==> src/rtl/bus_pkg.sv <==
// rtl/bus_pkg.sv - shared bridge FSM states, access size codes and address helpers
package bus_pkg;

    typedef enum logic [2:0] {
        ST_IDLE  = 3'd0,
        ST_ADDR  = 3'd1,
        ST_DATA  = 3'd2,
        ST_HOLD  = 3'd3,
        ST_DRAIN = 3'd4
    } bridge_state_t;

    localparam logic [1:0] SIZE_BYTE = 2'd0;
    localparam logic [1:0] SIZE_HALF = 2'd1;
    localparam logic [1:0] SIZE_WORD = 2'd2;

    // kseg0/kseg1 live at 0x8000_0000-0xBFFF_FFFF and map onto the low 512 MB
    localparam logic [31:0] KSEG_PHYS_MASK = 32'h1FFF_FFFF;

    function automatic logic is_kseg01(input logic [31:0] vaddr);
        return vaddr[31:30] == 2'b10;
    endfunction

endpackage

==> src/rtl/addr_map.sv <==
// rtl/addr_map.sv - combinational virtual-to-physical data address translation
module addr_map
    import bus_pkg::*;
(
    input  logic [31:0] vaddr,
    output logic [31:0] paddr
);

    always_comb begin
        paddr = vaddr;
        if (is_kseg01(vaddr)) begin
            paddr = vaddr & KSEG_PHYS_MASK;
        end
    end

endmodule

==> src/rtl/d_sram_bridge.sv <==
// rtl/d_sram_bridge.sv - M-stage load/store to SRAM-like bus bridge; DSRAM_ADDR_MAP_EN enables kseg0/1 translation
module d_sram_bridge
    import bus_pkg::*;
#(
    parameter int DATA_W = 32
) (
    input  logic              clk,
    input  logic              rst,
    input  logic              mem_en,
    input  logic [3:0]        mem_wen,
    input  logic [1:0]        mem_size,
    input  logic [31:0]       mem_addr,
    input  logic [DATA_W-1:0] mem_wdata,
    input  logic              flush,
    input  logic              longest_stall,
    output logic [DATA_W-1:0] mem_rdata,
    output logic              mem_stall,
    output logic              data_req,
    output logic              data_wr,
    output logic [1:0]        data_size,
    output logic [31:0]       data_addr,
    output logic [DATA_W-1:0] data_wdata,
    input  logic [DATA_W-1:0] data_rdata,
    input  logic              data_addr_ok,
    input  logic              data_data_ok
);

    bridge_state_t     state_q, state_d;
    logic [31:0]       addr_q, addr_d;
    logic [DATA_W-1:0] wdata_q, wdata_d;
    logic [3:0]        wen_q, wen_d;
    logic [1:0]        size_q, size_d;
    logic [DATA_W-1:0] rdata_q, rdata_d;
    logic              is_store;

    assign is_store = |wen_q;

    always_comb begin
        state_d   = state_q;
        addr_d    = addr_q;
        wdata_d   = wdata_q;
        wen_d     = wen_q;
        size_d    = size_q;
        rdata_d   = rdata_q;
        data_req  = 1'b0;
        mem_stall = 1'b0;

        case (state_q)
            ST_IDLE: begin
                mem_stall = mem_en & ~flush;
                if (mem_en && !flush) begin
                    addr_d  = mem_addr;
                    wdata_d = mem_wdata;
                    wen_d   = mem_wen;
                    size_d  = mem_size;
                    state_d = ST_ADDR;
                end
            end
            ST_ADDR: begin
                // data_ok is never looked at here, so one coinciding with addr_ok is dropped
                data_req  = 1'b1;
                mem_stall = 1'b1;
                if (data_addr_ok) begin
                    state_d = flush ? ST_DRAIN : ST_DATA;
                end else if (flush) begin
                    state_d = ST_IDLE;
                end
            end
            ST_DATA: begin
                mem_stall = ~data_data_ok;
                if (data_data_ok) begin
                    if (!is_store) begin
                        rdata_d = data_rdata;
                    end
                    state_d = longest_stall ? ST_HOLD : ST_IDLE;
                end else if (flush) begin
                    state_d = ST_DRAIN;
                end
            end
            ST_HOLD: begin
                if (!longest_stall) begin
                    state_d = ST_IDLE;
                end
            end
            ST_DRAIN: begin
                // the bus still owes one response; a new request must wait for it
                mem_stall = mem_en;
                if (data_data_ok) begin
                    state_d = ST_IDLE;
                end
            end
            default: begin
                state_d = ST_IDLE;
            end
        endcase
    end

    always_ff @(posedge clk) begin
        if (rst) begin
            state_q <= ST_IDLE;
            addr_q  <= '0;
            wdata_q <= '0;
            wen_q   <= '0;
            size_q  <= '0;
            rdata_q <= '0;
        end else begin
            state_q <= state_d;
            addr_q  <= addr_d;
            wdata_q <= wdata_d;
            wen_q   <= wen_d;
            size_q  <= size_d;
            rdata_q <= rdata_d;
        end
    end

    assign mem_rdata  = rdata_q;
    assign data_wr    = is_store;
    assign data_size  = size_q;
    assign data_wdata = wdata_q;

`ifdef DSRAM_ADDR_MAP_EN
    addr_map u_addr_map (
        .vaddr (addr_q),
        .paddr (data_addr)
    );
`else
    assign data_addr = addr_q;
`endif

endmodule

==> config.mk <==
export PLATFORM = sky130hd
export DESIGN_NAME = d_sram_bridge
export DESIGN_NICKNAME = d
export VERILOG_FILES = /design/src/rtl/bus_pkg.sv /design/src/rtl/addr_map.sv /design/src/rtl/d_sram_bridge.sv
export SDC_FILE = /design/constraint.sdc
export NUM_CORES = 1
export LEC_CHECK = 0
export ABC_AREA = 1
export ABC_CLOCK_PERIOD_IN_PS = 2200
export BUFFER_PORTS_ARGS = -buffer_cell sky130_fd_sc_hd__clkbuf_2
export CAP_MARGIN = 10
export CELL_PAD_IN_SITES_DETAIL_PLACEMENT = 1
export CELL_PAD_IN_SITES_GLOBAL_PLACEMENT = 2
export CORE_MARGIN = 2
export CORE_UTILIZATION = 23
export DETAILED_ROUTE_END_ITERATION = 16
export GPL_TIMING_DRIVEN = 0
export PLACE_DENSITY_LB_ADDON = 0.15
export SLEW_MARGIN = 20
export SYNTH_ARGS = -nofsm -noshare
export SYNTH_HDL_FRONTEND = slang
export SYNTH_HIERARCHICAL = 1
export SYNTH_SLANG_ARGS = --single-unit
==> constraint.sdc <==
create_clock -name clk -period 2.2 [get_ports clk]
set_input_delay 0.66 -clock clk [delete_from_list [all_inputs] [get_ports clk]]
set_output_delay 0.66 -clock clk [all_outputs]
set_load 0.1 [all_outputs]
# [Yosys cells after proc, flatten, opt, wreduce, memory -nomap -nowiden]
# Index checks and enable logic that the tools add are counted.
[word_totals] ff_bits=105 in_bits=109 word_cells=38
[classes] eq_ne=9 muxes=12 bitwise=4 reduce_logical=7
[ops] operator="$mux W3" count=8
[ops] operator="$pmux W3 S5" count=1
[ops] operator="$eq A3 B2 Y1 const B" count=2
[ops] operator="$ne A2 B2 Y1 const B" count=3
[ops] operator="$ne A3 B3 Y1 const B" count=2
[ops] operator="$reduce_and A5 Y1" count=1
[ops] operator="$pmux W1 S4" count=1
[ops] operator="$reduce_or A4 Y1" count=1
[ops] operator="$eq A3 B1 Y1 const B" count=1
[ops] operator="$eq A3 B3 Y1 const B" count=1
[ops] operator="$logic_not A3 Y1" count=1
[ops] operator="$not A1 Y1" count=3
[ops] operator="$reduce_and A3 Y1" count=1
[ops] operator="$mux W2" count=1
[ops] operator="$reduce_and A2 Y1" count=1
[ops] operator="$and A1 B1 Y1" count=1
[ops] operator="$logic_and A1 B1 Y1" count=1
[ops] operator="$logic_not A1 Y1" count=1
[ops] operator="$mux W1" count=1

# [Depth between registers and ports, before layout]
[logic_depth] ltp_word=4 ltp_mapped=9 depth_no_buf=8

# [Worst setup path after synthesis]
# No wires, ideal clock.
[synth_timing] kind="input-to-output" from="input port mem_en" to="output port mem_stall" arrival_time_ns=2.234 path_slack_ns=-0.694 cell_stages=2 n_path_buf=0 cell_sequence="inv_1 o2111ai_1"
[synth_between] elab_chain_cells=2
[synth_lines] element="from (decl)" line_no="d_sram_bridge.sv:9" rtl="input logic mem_en,"
[synth_lines] element="$and A1 B1 Y1" line_no="d_sram_bridge.sv:50" rtl="mem_stall = mem_en & ~flush;"
[synth_lines] element="$pmux W1 S4 *" line_no="d_sram_bridge.sv:48" rtl="case (state_q)"
[synth_lines] element="to (decl)" line_no="d_sram_bridge.sv:17" rtl="output logic mem_stall,"
# Every way passes the cells marked *; elsewhere a longest branch is shown, timed or not.

# [Final worst setup path]
[layout_timing] from="input port flush" to="output port mem_stall"
[layout_between] elab_chain_cells=3
[layout_lines] element="from (decl)" line_no="d_sram_bridge.sv:14" rtl="input logic flush,"
[layout_lines] element="$not A1 Y1" line_no="d_sram_bridge.sv:50"
[layout_lines] element="$and A1 B1 Y1" line_no="d_sram_bridge.sv:50"
[layout_lines] element="$pmux W1 S4" line_no="d_sram_bridge.sv:48"
# Every way passes these cells.

==> run summary <==
Critical Path RT - 1.54 ns
core box area - 16,500 sq um
WHS - 0.459 ns
Initial Util - 0.234
routed vias - 3,986
post-DR vias/cell - 4.22
Rows - 47
# fillers - 2,075
yosys warns - 6
LEAKAGE - 2.62 nW
Clock Skew - 0.00808 ns
share of layout cells above drive strength 1 - 0.367
root buffer cell - clkbuf_16
Synth Instances - 498
gr ovfl total - 0
Yosys reg bits - 105
Area Growth Syn to Fin - 44.2%
Total Wirelength - 13,000 microns
largest net degree at the start of global routing - 20
Net Sw Power - 3.93 mW
initial antenna violation count - 1
worst-margin pin slew - 0.572 ns
Multi-input gate area - 1510 sq um
Worst R2R Path Depth - 9
Reg clk slew, reported paths - 0.07 ns
DP Wirelength - 10,200 microns
Post-Layout Cell Count - 944
Int Pwr - 3.84 mW
vias in the first global route - 4,144
CP max FO - 4
Mapped Avg Cell Area - 7.77 sq um
clock share of power - 0.218
Syn Nets - 607
H-Tree Depth - 3
drt wl/cell - 13.8 microns
Startpoint Class - input pin
slew margin rel. - 0.620
Seq pwr share - 0.306
switching share of power - 0.506
critical path class - input pin to output pin
crit path time final - 2.17 ns
worst hold path depth - 2
post-synth cell types - 22
IO Port Bufs - 209
DRT Pass-1 Iters - 4
Comb power frac - 0.476
routability-driven placement congestion ratio - 0.698
GRT Total Usage - 0.145
Die Height - 134 microns
n_diodes - 0
Die W - 134 microns
worst ir drop on vdd - 696 uV
# Max-Cap Violations - 0
Post-DRT Antenna Nets - 0
Hold Fails Final Rpt - 0
Yosys top cell area share - 0.543
Period Utilization, post-route - 0.985
WP data arrival - 1.51 ns
final setup fails - 0
worst min path class - flop to flop
DRC viols - 0
Worst Setup End Kind - output pin
cts hold-fix bufs - 0
post-synth top area cell - dfxtp_1
Synth area leaders - dfxtp_1 (54%), nor2_1 (20%), o21ai_1 (11%), buf_6 (4.1%), o21ai_0 (1.9%)
Clk Latency, worst-skew pair - 0.35 ns
storage element area - 2110 sq um
Layout Nets - 828
Seq/Total Area, Yosys - 0.543
Cell Pwr Density - 1390 nW/um^2
unrepaired setup endpoints after global routing - true
dpl cells - 927
io pins - 210
CTS tree - done
Sink Count - 105
final max-slew violation count - 0
peak clock frequency supported by timing - 0.462 GHz
synthesized cell area - 3870 sq um
outcome - completed
first-pass GRT wire length - 20,500 microns
maximum clock path buffer count - 2
initial detailed-routing violation count - 86
die area - 17,900 sq um
Num CTS Buffers - 9
-- sequential cells by signal, indices dropped and copies added, names as in the netlist --
register    cells
data_addr      32
data_size       2
data_wdata     32
mem_rdata      32
state_q         3
wen_q           4
-- area by class of cell --
class | instances | share of cell area
clock inverters | 7 | 0.0155
clock buffers | 9 | 0.0404
well taps | 220 | 0.0493
flip-flops and latches | 105 | 0.378
repair buffers | 211 | 0.194
plain buffers | 31 | 0.0417
multi-input cells | 346 | 0.270
inverters | 15 | 0.0108
-- synthesized netlist by cell type --
cell	count
a21oi_1	5
a31oi_1	1
buf_2	8
buf_6	14
clkbuf_1	10
clkinv_2	1
dfxtp_1	105
inv_1	12
inv_2	1
inv_4	1
nand2_1	13
nand2_2	2
nand2_4	1
nand3_1	6
nand4_1	1
nor2_1	210
nor2_2	2
nor3_1	1
o2111ai_1	1
o21a_1	1
o21ai_0	15
o21ai_1	87
-- logic make-up after synthesis --
family | after synthesis | synth area share
simple gates | 236 | 0.236
compound gates | 110 | 0.144
flops | 105 | 0.543
buf+inv | 47 | 0.0763
-- path summary, 6_finish.rpt --
check / start / endpoint / slack (ns)
max: flush / mem_stall / 0.03
min: wen_q[3] / wen_q[3] / 0.46
max reg2reg: state_q[0] / data_addr[30] / 0.69
min reg2reg: wen_q[3] / wen_q[3] / 0.46
-- critical path, cell delays in order --
cell and delay, ns:
clkbuf_2 0.12, nor2_2 0.19, nand2_4 0.10, buf_12 0.14, o2111ai_4 0.06, clkbuf_16 0.23
-- what timing repair did --
item,in CTS,in global routing
resized for setup,11,6
setup buffers,1,1
endpoints found under the setup margin,2,3
pin swaps,0,1
-- stage by stage --
step / instance area (sq um) / util / total power, mW / worst slack, ns / TNS [ns]
floorplan: 3890 / - / 5.40 / 0.0351 / 0
global placement: 5210 / 0.315 / 6.01 / -0.402 / -0.402
detailed placement: 5210 / 0.315 / 6.06 / -0.400 / -0.400
CTS: 5560 / 0.336 / 7.87 / 0.00648 / 0
global route: 5580 / 0.338 / 8.19 / -0.0207 / -0.0207
finish: 5580 / 0.338 / 7.78 / 0.0333 / 0
-- per-layer routing --
| layer | track usage | share of wire |
|---|---|---|
| met5 | 0 | 0.0012 |
| met4 | 0.0408 | 0.012 |
| met1 | 0.153 | 0.40 |
| met3 | 0.0548 | 0.071 |
| met2 | 0.269 | 0.52 |
-- layout by cell type, fill, tap and decap left out, types with 10 or more instances in the layout --
cell type,netlist,routed
nor2_1,210,208
clkbuf_2,0,206
dfxtp_1,105,102
o21ai_1,87,87
o21ai_0,15,15
nand2_1,13,12
buf_6,14,12
inv_1,12,10
clkbuf_1,10,10
clkbuf_16,0,10
-- power by group through the flow --
stage	Clock (mW)	Sequential (mW)	Combinational [mW]
floorplan	0	4.33	1.07
global placement	0	2.40	3.60
detailed placement	0	2.42	3.65
CTS	1.77	2.38	3.71
global route	1.85	2.42	3.92
finish	1.70	2.38	3.70
Power figures use the tool's default switching activity.
